### src/rtl/imem_arbiter.sv
// imem_arbiter: shares the single-ported instruction memory between CPU fetch
// (read-only) and the boot/debug loader (read/write). Byte addresses are
// translated to word indices and range-checked. Fetch has priority, and a
// starvation counter lets the loader through after STARVE lost conflicts.
// Optional feature macro: IMARB_WP_EN adds a write-protect input 'wp' that
// turns granted loader writes into error completions without touching memory.
module imem_arbiter #(
   parameter logic [31:0] BASE   = 32'h0000_3000,
   parameter int          DEPTH  = 4096,
   parameter int          AW     = 12,
   parameter int          STARVE = 4
) (
   input  logic          clk,
   input  logic          reset,
`ifdef IMARB_WP_EN
   input  logic          wp,
`endif
   input  logic          f_req,
   input  logic [31:0]   f_addr,
   output logic          f_gnt,
   output logic          f_rvalid,
   output logic [31:0]   f_rdata,
   output logic          f_err,
   input  logic          l_req,
   input  logic          l_we,
   input  logic [31:0]   l_addr,
   input  logic [31:0]   l_wdata,
   output logic          l_gnt,
   output logic          l_rvalid,
   output logic [31:0]   l_rdata,
   output logic          l_err,
   output logic          mem_en,
   output logic          mem_we,
   output logic [AW-1:0] mem_addr,
   output logic [31:0]   mem_wdata,
   input  logic [31:0]   mem_rdata
);

   // Who owns the response slot in the cycle after a grant.
   typedef enum logic [1:0] {
      OWN_NONE   = 2'd0,
      OWN_FETCH  = 2'd1,
      OWN_LOADER = 2'd2
   } owner_t;

   localparam logic [3:0]  STARVE_MAX = 4'(STARVE);
   localparam logic [31:0] DEPTH_W    = 32'(DEPTH);

   owner_t     owner, owner_nxt;
   logic       resp_we, resp_we_nxt;
   logic       resp_err, resp_err_nxt;
   logic [3:0] starve_cnt, starve_nxt;

   logic [31:0] f_off, l_off;
   logic        f_bad, l_bad;
   logic        f_win, l_win;
   logic        wr_block;

   // Byte offset from BASE and the bad-address decision for each requester.
   always_comb begin
      f_off = f_addr - BASE;
      l_off = l_addr - BASE;
      f_bad = (f_addr < BASE) || (f_addr[1:0] != 2'b00) || ((f_off >> 2) >= DEPTH_W);
      l_bad = (l_addr < BASE) || (l_addr[1:0] != 2'b00) || ((l_off >> 2) >= DEPTH_W);
   end

   // Arbitration: fetch wins conflicts unless the loader has been starved long enough.
   always_comb begin
      f_win = 1'b0;
      l_win = 1'b0;
      if (reset) begin
         l_win = l_req && (!f_req || (starve_cnt == STARVE_MAX));
         f_win = f_req && !l_win;
      end
   end

`ifdef IMARB_WP_EN
   assign wr_block = l_win && l_we && wp;
`else
   assign wr_block = 1'b0;
`endif

   // Grant-cycle memory strobe, next owner/flags, and starvation counter update.
   always_comb begin
      owner_nxt    = OWN_NONE;
      resp_we_nxt  = 1'b0;
      resp_err_nxt = 1'b0;
      starve_nxt   = starve_cnt;
      f_gnt        = f_win;
      l_gnt        = l_win;
      mem_en       = 1'b0;
      mem_we       = 1'b0;
      mem_addr     = '0;
      mem_wdata    = '0;
      if (f_win) begin
         owner_nxt    = OWN_FETCH;
         resp_err_nxt = f_bad;
         if (!f_bad) begin
            mem_en   = 1'b1;
            mem_addr = f_off[AW+1:2];
         end
      end else if (l_win) begin
         owner_nxt    = OWN_LOADER;
         resp_we_nxt  = l_we;
         resp_err_nxt = l_bad || wr_block;
         if (!l_bad && !wr_block) begin
            mem_en   = 1'b1;
            mem_we   = l_we;
            mem_addr = l_off[AW+1:2];
            if (l_we) begin
               mem_wdata = l_wdata;
            end
         end
      end
      if (l_win || !l_req) begin
         starve_nxt = 4'd0;
      end else if (f_win && (starve_cnt != STARVE_MAX)) begin
         starve_nxt = starve_cnt + 4'd1;
      end
   end

   // Response-owner register and starvation counter; reset drops any read in flight.
   always_ff @(posedge clk or negedge reset) begin
      if (!reset) begin
         owner      <= OWN_NONE;
         resp_we    <= 1'b0;
         resp_err   <= 1'b0;
         starve_cnt <= 4'd0;
      end else begin
         owner      <= owner_nxt;
         resp_we    <= resp_we_nxt;
         resp_err   <= resp_err_nxt;
         starve_cnt <= starve_nxt;
      end
   end

   // Response outputs: memory data only for good reads, zero for writes and errors.
   always_comb begin
      f_rvalid = (owner == OWN_FETCH);
      l_rvalid = (owner == OWN_LOADER);
      f_err    = f_rvalid && resp_err;
      l_err    = l_rvalid && resp_err;
      f_rdata  = (f_rvalid && !resp_err) ? mem_rdata : 32'd0;
      l_rdata  = (l_rvalid && !resp_we && !resp_err) ? mem_rdata : 32'd0;
   end

endmodule

### config.mk
export PLATFORM = sky130hd
export DESIGN_NAME = imem_arbiter
export DESIGN_NICKNAME = d
export VERILOG_FILES = /design/src/rtl/imem_arbiter.sv
export SDC_FILE = /design/constraint.sdc
export NUM_CORES = 1
export LEC_CHECK = 0
export BUFFER_PORTS_ARGS = -buffer_cell sky130_fd_sc_hd__buf_4
export CAP_MARGIN = 20
export CORE_AREA = 2 2 96 98
export DETAILED_ROUTE_END_ITERATION = 7
export DIE_AREA = 0 0 98 100
export PLACE_DENSITY_LB_ADDON = 0.08
export REMOVE_ABC_BUFFERS = 1
export SETUP_SLACK_MARGIN = 0.15
export SYNTH_ARGS = -nofsm -noshare
export SYNTH_HDL_FRONTEND = slang
export SYNTH_SLANG_ARGS = --single-unit
### constraint.sdc
create_clock -name clk -period 4.1 [get_ports clk]
set_input_delay 0.82 -clock clk [delete_from_list [all_inputs] [get_ports clk]]
set_output_delay 0.82 -clock clk [all_outputs]
set_load 0.02 [all_outputs]
==> results.yml <==
power_and_ir_drop:
  power_density_nw_per_um2: 103
  p_int_w: 0.000277
  pwr-share-comb_pct: 56.1
  power_frac_seq_pct: 20.6
  p_leak_nw: 2.08
  p_sw_w: 0.000131
  pwr-share-clk_pct: 23.3
  sw_frac_of_total_pct: 32.1
  ir_drop_v: 0.0000707
route:
  antenna_left: 0
  vias: 2755
  drc: 0
  dr.pass1.iters: 4
  via_per_inst: 4.58
  wl_per_cell_um: 15.1
  wirelength_mm: 9.08
  dr.first_iter.drc_count: 24
clock_tree:
  cts_made_buffers: 3
  clock-sinks: 8
  cts_buffer_depth: 2
  clk_latency_ns: 0.23
  root_buffer: "clkbuf_8"
  h-tree-depth: 1
  cts_tree: "built"
  clkTransAtPathRegs_ns: 0.04
sta:
  slew_headroom_pct: 45.0
  rsz0062_at_grt: "true"
  maxSlewViolCount: 0
  finalSetupViolations: 0
  worst_slack_ns: 0.140
  min_period_ns: 3.96
  finalHoldViolCount: 0
  fin_crit_sh_pct: 96.6
  worst_pin_slew_ns: 0.824
  fmax_ghz: 0.253
  skew_ns: 0.00435
global_route:
  track_usage_pct: 17.0
  antenna_found_initial: 0
  gr-usage-met3_pct: 3.76
  grt-ovfl-total: 0
  grt_use_met1_pct: 18.0
  grt_pass1_wl_mm: 13.6
  use_met2_pct: 34.1
  grt_max_degree: 33
  busiest_layer: "met2"
  grt_pass1_vias: 2709
floorplanning:
  start_util_pct: 19.9
  die_y_um: 100
  die-area_um2: 9800
  fp-row-count: 35
  pin_count: 249
  die_x_um: 98
  coreArea_um2: 8890
synth:
  synth_seq_cells: 8
  synth_xor_area_share_pct: 1.49
  synth_compound_area_share_pct: 16.6
  synth_area_per_cell_um2: 7.28
  ys_async_sr_fraction_pct: 100
  syn_area_um2: 1770
  synth_top_family_by_area: "simple AND/OR/NAND/NOR gates"
  ys_warn_count: 0
  syn_inst: 243
  synth_edf_count: 0
  synthMuxAreaShare_pct: 0.637
  synthAdderAreaFrac_pct: 4.25
  ys.flop_type: "dfrtp_1"
  yosys.area_share.simple_pct: 58.9
  yosysSeqAreaShare_pct: 11.3
  synthDistinctLibCells: 43
placement:
  dpl.hpwl_mm: 7.46
  dpl_cell_area_um2: 3730
  dpl.cell_count: 593
  dpl_worst_slack_ns: -0.0944
  portBuffers: 248
  routabilityCongestion: 0.785
critical_path:
  critPathLaunchType: "input pin"
  worstSetupEndpointType: "output pin"
  path_class: "in -> out"
  path_max_fanout: 7
  r2r_start: "starve_cnt[0]"
  cp-startpoint: "l_addr[26]"
  arrival_ns: 3.14
  crit_required_ns: 3.28
finish:
  synthToLayoutAreaGrowth_pct: 124
  drive_gt1_share_pct: 56.8
  nNetsFinal: 632
  num_antenna_cells: 0
  layout_commonest_cell: "buf_4"
  mostFrequentLayoutCells: "buf_4 (242), and2_1 (100), buf_6 (13)"
  layout.cells.non_filler: 602
  finalInstanceArea_um2: 3960
job:
  max_cap_violations: 0
hold_path:
  hp-class: "in -> async"
status:
  status: "completed"
## flip-flops by register name, indices dropped and copies added, names as in the netlist
name        flops
resp_we         1
resp_err        1
starve_cnt      4
owner           2
## power by group through the flow
stage	sequential [W]	combinational [W]	clock [W]
after floorplan	0.0000843	0.0000705	0
after global placement	0.0000849	0.000222	0
after detailed placement	0.0000850	0.000224	0
after CTS	0.0000839	0.000228	0.0000996
after global routing	0.0000842	0.000250	0.000103
final	0.0000839	0.000229	0.0000947
## stage by stage
step	hold WS (ns)	utilization (%)	total power, W	TNS, ns
final	0.431	44.6	0.000407	0
after global placement	0.518	41.9	0.000307	-0.269
after detailed placement	0.536	41.9	0.000309	-0.988
after global routing	0.438	44.6	0.000437	0
after floorplan	0.496	-	0.000155	0
after CTS	0.423	43.9	0.000412	0
## cells by family after synthesis
| logic type | Yosys count |
|---|---|
| flip-flops | 8 |
| AND/OR/NAND/NOR | 163 |
| XOR/XNOR | 3 |
| AO/OA/AOI/OAI | 38 |
| adder cells (fa/ha/maj) | 6 |
| buffers and inverters | 24 |
| multiplexers | 1 |
## path summary, 6_finish.rpt
check / endpoint / slack [ns] / cells past startpoint
min in group clk: starve_cnt[3] / 0.55 / 2
worst max-delay path: mem_addr[0] / 0.14 / 9
worst min register to register: starve_cnt[3] / 0.55 / 2
worst min-delay path: starve_cnt[3] / 0.43 / 1
max in group asynchronous: resp_we / 3.50 / 1
worst max register to register: resp_err / 2.48 / 6
## routing by layer
| metal | routed length, µm | vias to the layer above |
|---|---|---|
| met5 | 0 | - |
| met2 | 4970 | 144 |
| met1 | 3180 | 1233 |
| li1 | - | 1367 |
| met4 | 134 | 0 |
| met3 | 795 | 11 |
## timing repair
| item | in CTS | in global routing |
|---|---|---|
| pin swaps | 4 | 4 |
| gates cloned | 2 | 1 |
| hold buffers | 0 | 0 |
| setup buffers | 3 | 0 |
| setup endpoints to repair | 14 | 39 |
| resized for setup | 16 | 10 |
## synthesized netlist by cell type, drive strengths merged (2+ instances only)
cell,instances,share of area (%)
a21oi,6,1.7
a31oi,2,0.71
a32o,12,6.8
and2,100,35
and3,3,1.1
buf,5,2.8
clkbuf,9,1.9
dfrtp,8,11
ha,6,4.2
inv,10,2.1
nand2,6,1.3
nand3,3,0.85
nand4,3,1.9
nor2,8,1.7
nor2b,5,1.8
nor3,6,2.0
nor3b,5,2.1
nor4,8,2.8
nor4b,2,0.99
o21ai,7,2.0
o22ai,2,0.71
or4,10,4.7
xnor2,2,0.99
## critical path: stages
cell and delay [ns]:
buf_6 0.09, or4_4 0.53, or4_4 0.53, or4_4 0.50, nand3_2 0.11, nor3_4 0.07, buf_12 0.14, a32o_1 0.20
buf_4 0.16
## layout make-up
type | instances | area (µm²)
inverters | 10 | 37.5
repair buffers | 257 | 2010
multi-input cells | 213 | 1530
fillers | 918 | 4930
flip-flops and latches | 8 | 200
clock buffers | 3 | 41.3
well taps | 111 | 139
Power figures use the tool's default switching activity.
